$ cat src/rtl/submarine_shooter.sv
// Attacking player for the submarine game: raster hunt plus
// stack-driven neighbour targeting after a non-sinking hit.
module submarine_shooter #(
    parameter int STACK_DEPTH  = 8,
    parameter int RESP_TIMEOUT = 4
) (
    input  logic       clk,
    input  logic       rst,
    input  logic       start,
    output logic [2:0] x,
    output logic [2:0] y,
    output logic       cord_valid,
    input  logic       busy,
    input  logic       hit,
    input  logic       sink,
    input  logic       done,
    output logic       running,
    output logic       finished,
    output logic       result_valid,
    output logic       result_hit,
    output logic [6:0] shots_cnt,
    output logic [6:0] hits_cnt,
    output logic [3:0] sinks_cnt
);

    localparam int PW = $clog2(STACK_DEPTH);
    localparam int TW = $clog2(RESP_TIMEOUT + 1);
    localparam logic [PW:0]   SP_FULL = (PW + 1)'(STACK_DEPTH);
    localparam logic [TW-1:0] TMO_MAX = TW'(RESP_TIMEOUT - 1);

    localparam logic [2:0] S_IDLE      = 3'd0;
    localparam logic [2:0] S_SELECT    = 3'd1;
    localparam logic [2:0] S_FIRE      = 3'd2;
    localparam logic [2:0] S_WAIT_BUSY = 3'd3;
    localparam logic [2:0] S_WAIT_DONE = 3'd4;
    localparam logic [2:0] S_UPDATE    = 3'd5;
    localparam logic [2:0] S_FINISH    = 3'd6;

    logic [2:0]    state;
    logic [63:0]   shot_map;
    logic [5:0]    stack_q [STACK_DEPTH];
    logic [PW:0]   sp;
    logic [5:0]    scan_ptr;
    logic [TW-1:0] tmo;
    logic          s_hit;
    logic          s_sink;
    logic          s_done;

    logic [PW:0]   sp_m1;
    logic [5:0]    top_cell;
    logic [5:0]    free_idx;
    logic          free_any;
    logic [3:0]    nb_ok;
    logic [3:0][5:0] nb_cell;
    logic [5:0]    push_stack [STACK_DEPTH];
    logic [PW:0]   push_sp;

    assign sp_m1    = sp - 1'b1;
    assign top_cell = stack_q[sp_m1[PW-1:0]];

    // Every cell below the scan pointer is already shot, so the first
    // unshot cell at or above it is the next raster target.
    always_comb begin
        free_any = 1'b0;
        free_idx = '0;
        for (int i = 63; i >= 0; i--) begin
            if (!shot_map[i] && (6'(i) >= scan_ptr)) begin
                free_any = 1'b1;
                free_idx = 6'(i);
            end
        end
    end

    always_comb begin
        nb_ok[0]   = (x != 3'd0);
        nb_cell[0] = {y, x - 3'd1};
        nb_ok[1]   = (x != 3'd7);
        nb_cell[1] = {y, x + 3'd1};
        nb_ok[2]   = (y != 3'd0);
        nb_cell[2] = {y - 3'd1, x};
        nb_ok[3]   = (y != 3'd7);
        nb_cell[3] = {y + 3'd1, x};
    end

    // Neighbours go on in fixed order; once full the rest are dropped.
    always_comb begin
        push_stack = stack_q;
        push_sp    = sp;
        for (int k = 0; k < 4; k++) begin
            if (nb_ok[k] && !shot_map[nb_cell[k]] && (push_sp < SP_FULL)) begin
                push_stack[push_sp[PW-1:0]] = nb_cell[k];
                push_sp = push_sp + 1'b1;
            end
        end
    end

    always_ff @(posedge clk) begin
        if (rst) begin
            state        <= S_IDLE;
            shot_map     <= '0;
            sp           <= '0;
            scan_ptr     <= '0;
            tmo          <= '0;
            s_hit        <= 1'b0;
            s_sink       <= 1'b0;
            s_done       <= 1'b0;
            x            <= '0;
            y            <= '0;
            cord_valid   <= 1'b0;
            running      <= 1'b0;
            finished     <= 1'b0;
            result_valid <= 1'b0;
            result_hit   <= 1'b0;
            shots_cnt    <= '0;
            hits_cnt     <= '0;
            sinks_cnt    <= '0;
        end else begin
            cord_valid   <= 1'b0;
            result_valid <= 1'b0;
            case (state)
                S_IDLE, S_FINISH: begin
                    if (start) begin
                        shot_map   <= '0;
                        sp         <= '0;
                        scan_ptr   <= '0;
                        x          <= '0;
                        y          <= '0;
                        result_hit <= 1'b0;
                        shots_cnt  <= '0;
                        hits_cnt   <= '0;
                        sinks_cnt  <= '0;
                        running    <= 1'b1;
                        finished   <= 1'b0;
                        state      <= S_SELECT;
                    end
                end
                S_SELECT: begin
                    if (sp != '0) begin
                        sp <= sp_m1;
                        // A stale entry is dropped and SELECT runs again.
                        if (!shot_map[top_cell]) begin
                            x     <= top_cell[2:0];
                            y     <= top_cell[5:3];
                            state <= S_FIRE;
                        end
                    end else if (free_any) begin
                        scan_ptr <= free_idx;
                        x        <= free_idx[2:0];
                        y        <= free_idx[5:3];
                        state    <= S_FIRE;
                    end else begin
                        running  <= 1'b0;
                        finished <= 1'b1;
                        state    <= S_FINISH;
                    end
                end
                S_FIRE: begin
                    if (!busy) begin
                        cord_valid         <= 1'b1;
                        shot_map[{y, x}]   <= 1'b1;
                        shots_cnt          <= shots_cnt + 7'd1;
                        tmo                <= '0;
                        state              <= S_WAIT_BUSY;
                    end
                end
                S_WAIT_BUSY: begin
                    if (busy) begin
                        state <= S_WAIT_DONE;
                    end else if (tmo == TMO_MAX) begin
                        s_hit        <= hit;
                        s_sink       <= sink;
                        s_done       <= done;
                        result_valid <= 1'b1;
                        result_hit   <= hit;
                        state        <= S_UPDATE;
                    end else begin
                        tmo <= tmo + 1'b1;
                    end
                end
                S_WAIT_DONE: begin
                    if (!busy) begin
                        s_hit        <= hit;
                        s_sink       <= sink;
                        s_done       <= done;
                        result_valid <= 1'b1;
                        result_hit   <= hit;
                        state        <= S_UPDATE;
                    end
                end
                S_UPDATE: begin
                    if (s_hit) begin
                        hits_cnt <= hits_cnt + 7'd1;
                    end
                    if (s_sink) begin
                        if (sinks_cnt != 4'hF) begin
                            sinks_cnt <= sinks_cnt + 4'd1;
                        end
                        sp <= '0;
                    end else if (s_hit) begin
                        stack_q <= push_stack;
                        sp      <= push_sp;
                    end
                    if (s_done) begin
                        running  <= 1'b0;
                        finished <= 1'b1;
                        state    <= S_FINISH;
                    end else begin
                        state <= S_SELECT;
                    end
                end
                default: state <= S_IDLE;
            endcase
        end
    end

endmodule

$ cat config.mk
export PLATFORM = sky130hd
export DESIGN_NAME = submarine_shooter
export DESIGN_NICKNAME = d
export VERILOG_FILES = /design/src/rtl/submarine_shooter.sv
export SDC_FILE = /design/constraint.sdc
export NUM_CORES = 1
export LEC_CHECK = 0
export ABC_AREA = 1
export CORE_UTILIZATION = 60
export CTS_CLUSTER_DIAMETER = 80
export DETAILED_ROUTE_END_ITERATION = 8
export GPL_TIMING_DRIVEN = 0
export PLACE_DENSITY = 0.78
export SLEW_MARGIN = 40
export SYNTH_ARGS = -nofsm -noshare
export SYNTH_HDL_FRONTEND = slang
export SYNTH_SLANG_ARGS = --single-unit
export TNS_END_PERCENT = 10
$ cat constraint.sdc
create_clock -name clk -period 5.69 [get_ports clk]
set_input_delay 0.8535 -clock clk [delete_from_list [all_inputs] [get_ports clk]]
set_output_delay 0.8535 -clock clk [all_outputs]
set_load 0.05 [all_outputs]
## Word-level counts from Yosys, hierarchy flattened

Cells that the tools add are included.

| storage, ports and cells | value |
|---|---|
| latch bits | 0 |
| output and inout bits | 29 |
| word-level logic and storage cells | 563 |
| bits of input ports | 7 |
| memories | 0 |
| memory bits (writable) | 0 |
| flip-flop bits (word level) | 160 |
| ROM bits | 0 |

| operators by class | value |
|---|---|
| muxes and demuxes | 233 |
| multipliers | 0 |
| div/mod/pow operators | 0 |
| add/sub/neg operators | 13 |
| reductions and logical operators | 170 |
| $lt $le $gt $ge | 84 |
| bitwise gates (word level) | 9 |
| shift operators | 0 |
| equal/unequal tests | 28 |

Operator list:

| cell | number |
|---|---|
| $mux 6 | 73 |
| $bwmux 48 | 4 |
| $ge 6x6->1 const A | 32 |
| $mux 48 | 4 |
| $mux 64 | 2 |
| $pmux 64 s2 | 1 |
| $ge 5x6->1 const A | 16 |
| $mux 1 | 90 |
| $logic_and 1x1->1 | 77 |
| $demux 6 s3 | 4 |
| $logic_not 1->1 | 68 |
| $or 64x64->64 | 1 |
| $mux 3 | 19 |
| $ge 4x6->1 const A | 8 |
| $lt 6x7->1 const B | 6 |
| $mux 4 | 10 |
| $bmux 1 s6 | 5 |
| $ne 2x2->1 const B | 14 |
| $pmux 7 s2 | 2 |
| $reduce_and 4->1 | 7 |
| $ge 3x6->1 const A | 4 |
| $mux 7 | 3 |
| $add 4x1->4 const B | 5 |
| $ge 4x4->1 const B | 5 |
| other kinds (32) | 77 |

## Longest topological paths before layout

| depth | value |
|---|---|
| word-level depth | 69 |
| gate-level depth with buffers | 69 |
| mapped depth without buffers | 68 |

## Worst setup path after synthesis

No wires, ideal clock.

| timing path | value |
|---|---|
| kind | reg-to-reg |
| start | register x[0] |
| end | register stack_q[39] in the netlist's numbering, data pin |
| period minus slack after synthesis | 5.662 ns |
| stages on the path, launching flop included | 35 |
| data required time | 5.436 ns |
| data arrival time | 5.408 ns |
| path slack | 0.028 ns |
| path buffers | 4 |
| library setup time | 0.254 ns |
| cells stage by stage | dfxtp_1 > buf_2 > buf_2 > buf_2 > inv_2 > clkbuf_1 > ha_1 > xnor2_1 > inv_2 > nand3_1 > o21ai_0 > a22o_1 > a221oi_2 > nand4_1 > a221oi_2 > nand2_2 > nor2_1 > inv_1 > nand2_1 > inv_1 > ha_1 > inv_1 > o21ai_1 > inv_1 > nor2_1 > inv_1 > nor2_4 > inv_2 > nand3_1 > nor2_2 > inv_2 > nor2_2 > nor2_2 > mux2i_1 > inv_1 |

RTL lines:

| element | line | text |
|---|---|---|
| start: declaration | 10 | `output logic [2:0] x,` |
| start signal: assignment | 142 | `x <= top_cell[2:0];` |
| start signal: assignment | 148 | `x <= free_idx[2:0];` |
| end signal: assignment | 200 | `stack_q <= push_stack;` |
| end: declaration | 41 | `logic [5:0] stack_q [STACK_DEPTH];` |

## Worst setup path after layout

| timing path | value |
|---|---|
| start | register sp[0] |
| end | register x[2] |

| on the way | value |
|---|---|
| word-level cells in the longest chain between the ends | 9 |
| elaborated cells on any way between the ends | 14 |
| classes of those cells | 1 x add/sub; 2 x eq/ne; 8 x mux; 1 x bitwise; 2 x reduce/logical |

RTL lines:

| element | line | text |
|---|---|---|
| start: declaration | 42 | `logic [PW:0] sp;` |
| start signal: assignment | 139 | `sp <= sp_m1;` |
| start signal: assignment | 201 | `sp <= push_sp;` |
| $sub 4x1->4 | 58 | `assign sp_m1 = sp - 1'b1;` |
| $not 3->4 (not written as such) | 59 | `assign top_cell = stack_q[sp_m1[PW-1:0]];` |
| $bmux 6 s3 | 59 |  |
| $mux 6 (not written as such) (2 in a row) | 59 |  |
| $bmux 1 s6 | 141 | `if (!shot_map[top_cell]) begin` |
| $mux 1 (not written as such) | 141 |  |
| $ne 3x3->1 (no line) | - |  |
| $reduce_and 4->1 (no line) | - |  |

Several ways; a longest one is shown, not always the timed one. The select of a mux whose other input is x is not followed.
A chain may end at the register's enable or synchronous reset.

==> qor.yml <==
floorplan:
  die-area_um2: 20400
  die_height_um: 143
  core_um2: 19500
  initial_utilization_pct: 61.1
  die_x_um: 143
  rows: 51
  pin_count: 36
place:
  hpwlAfterDp_mm: 33.4
  gp_congestion: 1.11
  io_buffers: 34
  dp_cells: 2184
setup_path:
  startpoint: "sp[0]"
  crit_type: "flip-flop to flip-flop"
  reg2reg_to: "x[2]"
  max_stage_delay_ns: 0.55
  crit_fanout: 10
  r2r-start: "sp[0]"
  endpoint: "x[2]"
  cp-start-kind: "flip-flop"
  reg2reg_depth: 20
  setup.worst_path.end_class: "flip-flop"
  path_cells: "clkinv_1, clkbuf_1, ha_1, inv_1, clkbuf_1, clkbuf_1, nand3_1, nand2_1, nand2_1, nand2_1, inv_1, o311ai_0, nand3_1, nand2_1, nor2_1, a311oi_1, nor2_1, nand2_1, clkbuf_1, a221oi_1"
  regToRegSetupSlack_ns: 0.20
  crit_slowest_cell: "clkbuf_1"
  worstPathArrival_ns: 5.76
  cp.required_ns: 5.96
  cpMostUsedCell: "nand2_1"
sta:
  slew_viol_final: 0
  max_slew_margin_pct: 39.5
  min_period_ns: 5.49
  tightest_slew_ns: 0.900
  finalCritPeriodShare_pct: 96.5
  skew_ns: 0.0155
  fmax_ghz: 0.182
  finalHoldViolations: 0
  setup_viol: 0
  hold-worst-slack_ns: 0.469
synthesis:
  synth_compound_area_share_pct: 25.9
  synth-main-ff-cell: "dfxtp_1"
  synth_adder_area_share_pct: 1.90
  async_flop_share_pct: 0
  syn_area_um2: 11900
  synth_nets: 1901
  synthSimpleGateAreaFrac_pct: 28.5
  synth_xor_area_share_pct: 0.663
  post_synth.cell_area_avg_um2: 6.33
  synth_top_family_by_area: "simple AND/OR/NAND/NOR gates"
  syn-instance-count: 1876
  synth.mux.area_fraction_pct: 0.505
  synth-warning-count: 0
  synth_seq_area_share_pct: 31.0
  ys_seq_elements: 160
  synth_edf_count: 48
  ys_types: 59
cts:
  root_buffer: "clkbuf_16"
  clk_path_buf_depth: 2
  clock_sink_count: 160
  cts_buffers: 17
  htree_levels: 4
  clkSlewWorstSetupHoldPaths_ns: 0.08
  cts_tree: "done"
  worstSkewPairLatency_ns: 0.44
power:
  p_leak_nw: 5.22
  max-vdd-ir-drop_mv: 0.364
  power.density_nw_per_um2: 575
layout:
  final_cell_mix: "465 x nand2_1, 236 x inv_1, 219 x o21ai_0, 171 x nor2_1, 160 x a21oi_1"
  drive_above_1_share_pct: 7.42
  layout.nets: 1967
  diodes: 0
  final_cell_count_no_fill: 2220
  final_common_cell: "nand2_1"
  area_growth_pct: 13.7
drt:
  avgViaCountPerCell: 6.24
  drc: 0
  routed_wl_mm: 43.6
  dr_total_vias: 13900
  wl_per_cell_um: 19.6
  antenna_left: 0
  dr.pass1.iters: 8
  drt_iter0_drc: 1920
status:
  status: "completed"
global_routing:
  use_met3_pct: 11.7
  use_met1_pct: 57.5
  grt_usage_pct: 42.7
  grt_max_degree: 21
  grt_pass1_vias: 12100
  grtUsageMet2_pct: 63.9
  grt-busiest-layer: "met2"
  grt.overflow.total: 0
  grt_pass1_wl_mm: 66.0
  grt_antenna_before_repair: 0
flow_run:
  maxCapViolCount: 0
hold_path:
  hp-class: "flip-flop to flip-flop"
-- final cells by class --
type / instances / area (um^2)
buffer: 69 / 385
clock buffer: 17 / 425
clock inverter: 15 / 209
fill: 1783 / 5950
inverter: 261 / 991
multi-input combinational: 1382 / 7030
sequential: 160 / 3690
tap: 265 / 332
timing repair buffer: 51 / 453
-- state kept, by name, indices dropped and copies added, names as in the netlist, 3 cells and up --
name and cells:
hits_cnt 7, sinks_cnt 4, x 3, shots_cnt 7, y 3, shot_map 64, stack_q 48, state 3
tmo 3, scan_ptr 6, sp 4
-- repair_timing --
item	4_1_cts	5_1_grt
buffers inserted	0	8
endpoints found under the setup margin	52	51
pin swaps	0	2
hold buffers	0	0
resized for setup	20	9
-- through the flow --
stage	area [um^2]	utilization (%)	TNS, ns	worst slack [ns]	total power [mW]
finish	13500	69.4	0	0.200	7.76
global route	13500	69.4	-0.0425	-0.0362	8.23
CTS	13400	68.8	0	0.0575	7.45
detailed placement	12700	65.1	-71.31	-1.50	6.14
global placement	12600	64.5	-120.06	-1.39	5.99
floorplan	11900	-	0	0.0277	4.86
-- worst max-delay path, delay by kind of cell (launching register included) --
kind / cells / cell delay, ns
AOI/OAI and AO/OA: 3 / 0.82
adders and majority gates: 1 / 0.50
buffers and inverters: 7 / 2.32
DFF: 1 / 0.43
and+or+nand+nor: 9 / 1.22
-- layer usage --
layer / vias to the layer above / wire length [um]
met1: 6276 / 17700
met2: 1017 / 18300
met3: 135 / 5900
met4: 0 / 1710
li1: 6433 / -
met5: - / 0
-- logic make-up after synthesis --
group           count (synthesis)
simple gates                  811
compound gates                538
buf+inv                       334
flops                         160
fa+ha+maj                      18
xor+xnor                        9
mux                             6
-- worst min path at each step --
stage                       to  cells past startpoint  startpoint
floorplan               s_sink                      2      s_sink
global placement       running                      2     running
detailed placement     running                      2     running
CTS                    running                      2     running
global route        result_hit                      2  result_hit
finish              result_hit                      2  result_hit
-- power breakdown --
group	switching, mW	total [mW]	internal (mW)
registers	0.0859	1.48	1.39
logic	3.60	5.07	1.47
clock network	0.606	1.21	0.607
-- synthesized netlist by cell type (5+ instances only) --
cell type / instances / area (um^2)
nor4_1: 14 / 87.6
nor3_1: 39 / 195
a221oi_1: 10 / 87.6
nor2_4: 7 / 78.8
nor2_2: 14 / 87.6
clkinv_1: 5 / 18.8
buf_2: 6 / 30.0
inv_1: 238 / 893
ha_1: 18 / 225
inv_2: 16 / 60.1
nor2_1: 172 / 646
clkbuf_1: 50 / 188
dfxtp_1: 112 / 2240
a22oi_1: 5 / 37.5
o21ai_1: 19 / 95.1
buf_6: 5 / 56.3
o211ai_1: 51 / 383
a21oi_1: 160 / 801
nand2_1: 465 / 1750
o22ai_1: 21 / 131
a211oi_1: 11 / 82.6
xor2_1: 5 / 43.8
o311ai_0: 5 / 43.8
nand3_1: 76 / 380
a31oi_1: 7 / 43.8
nand4_1: 10 / 62.6
nand2_2: 5 / 31.3
mux2i_1: 6 / 60.1
a2111oi_0: 5 / 43.8
o21ai_0: 219 / 1100
edfxtp_1: 48 / 1440
Power figures use the tool's default switching activity.
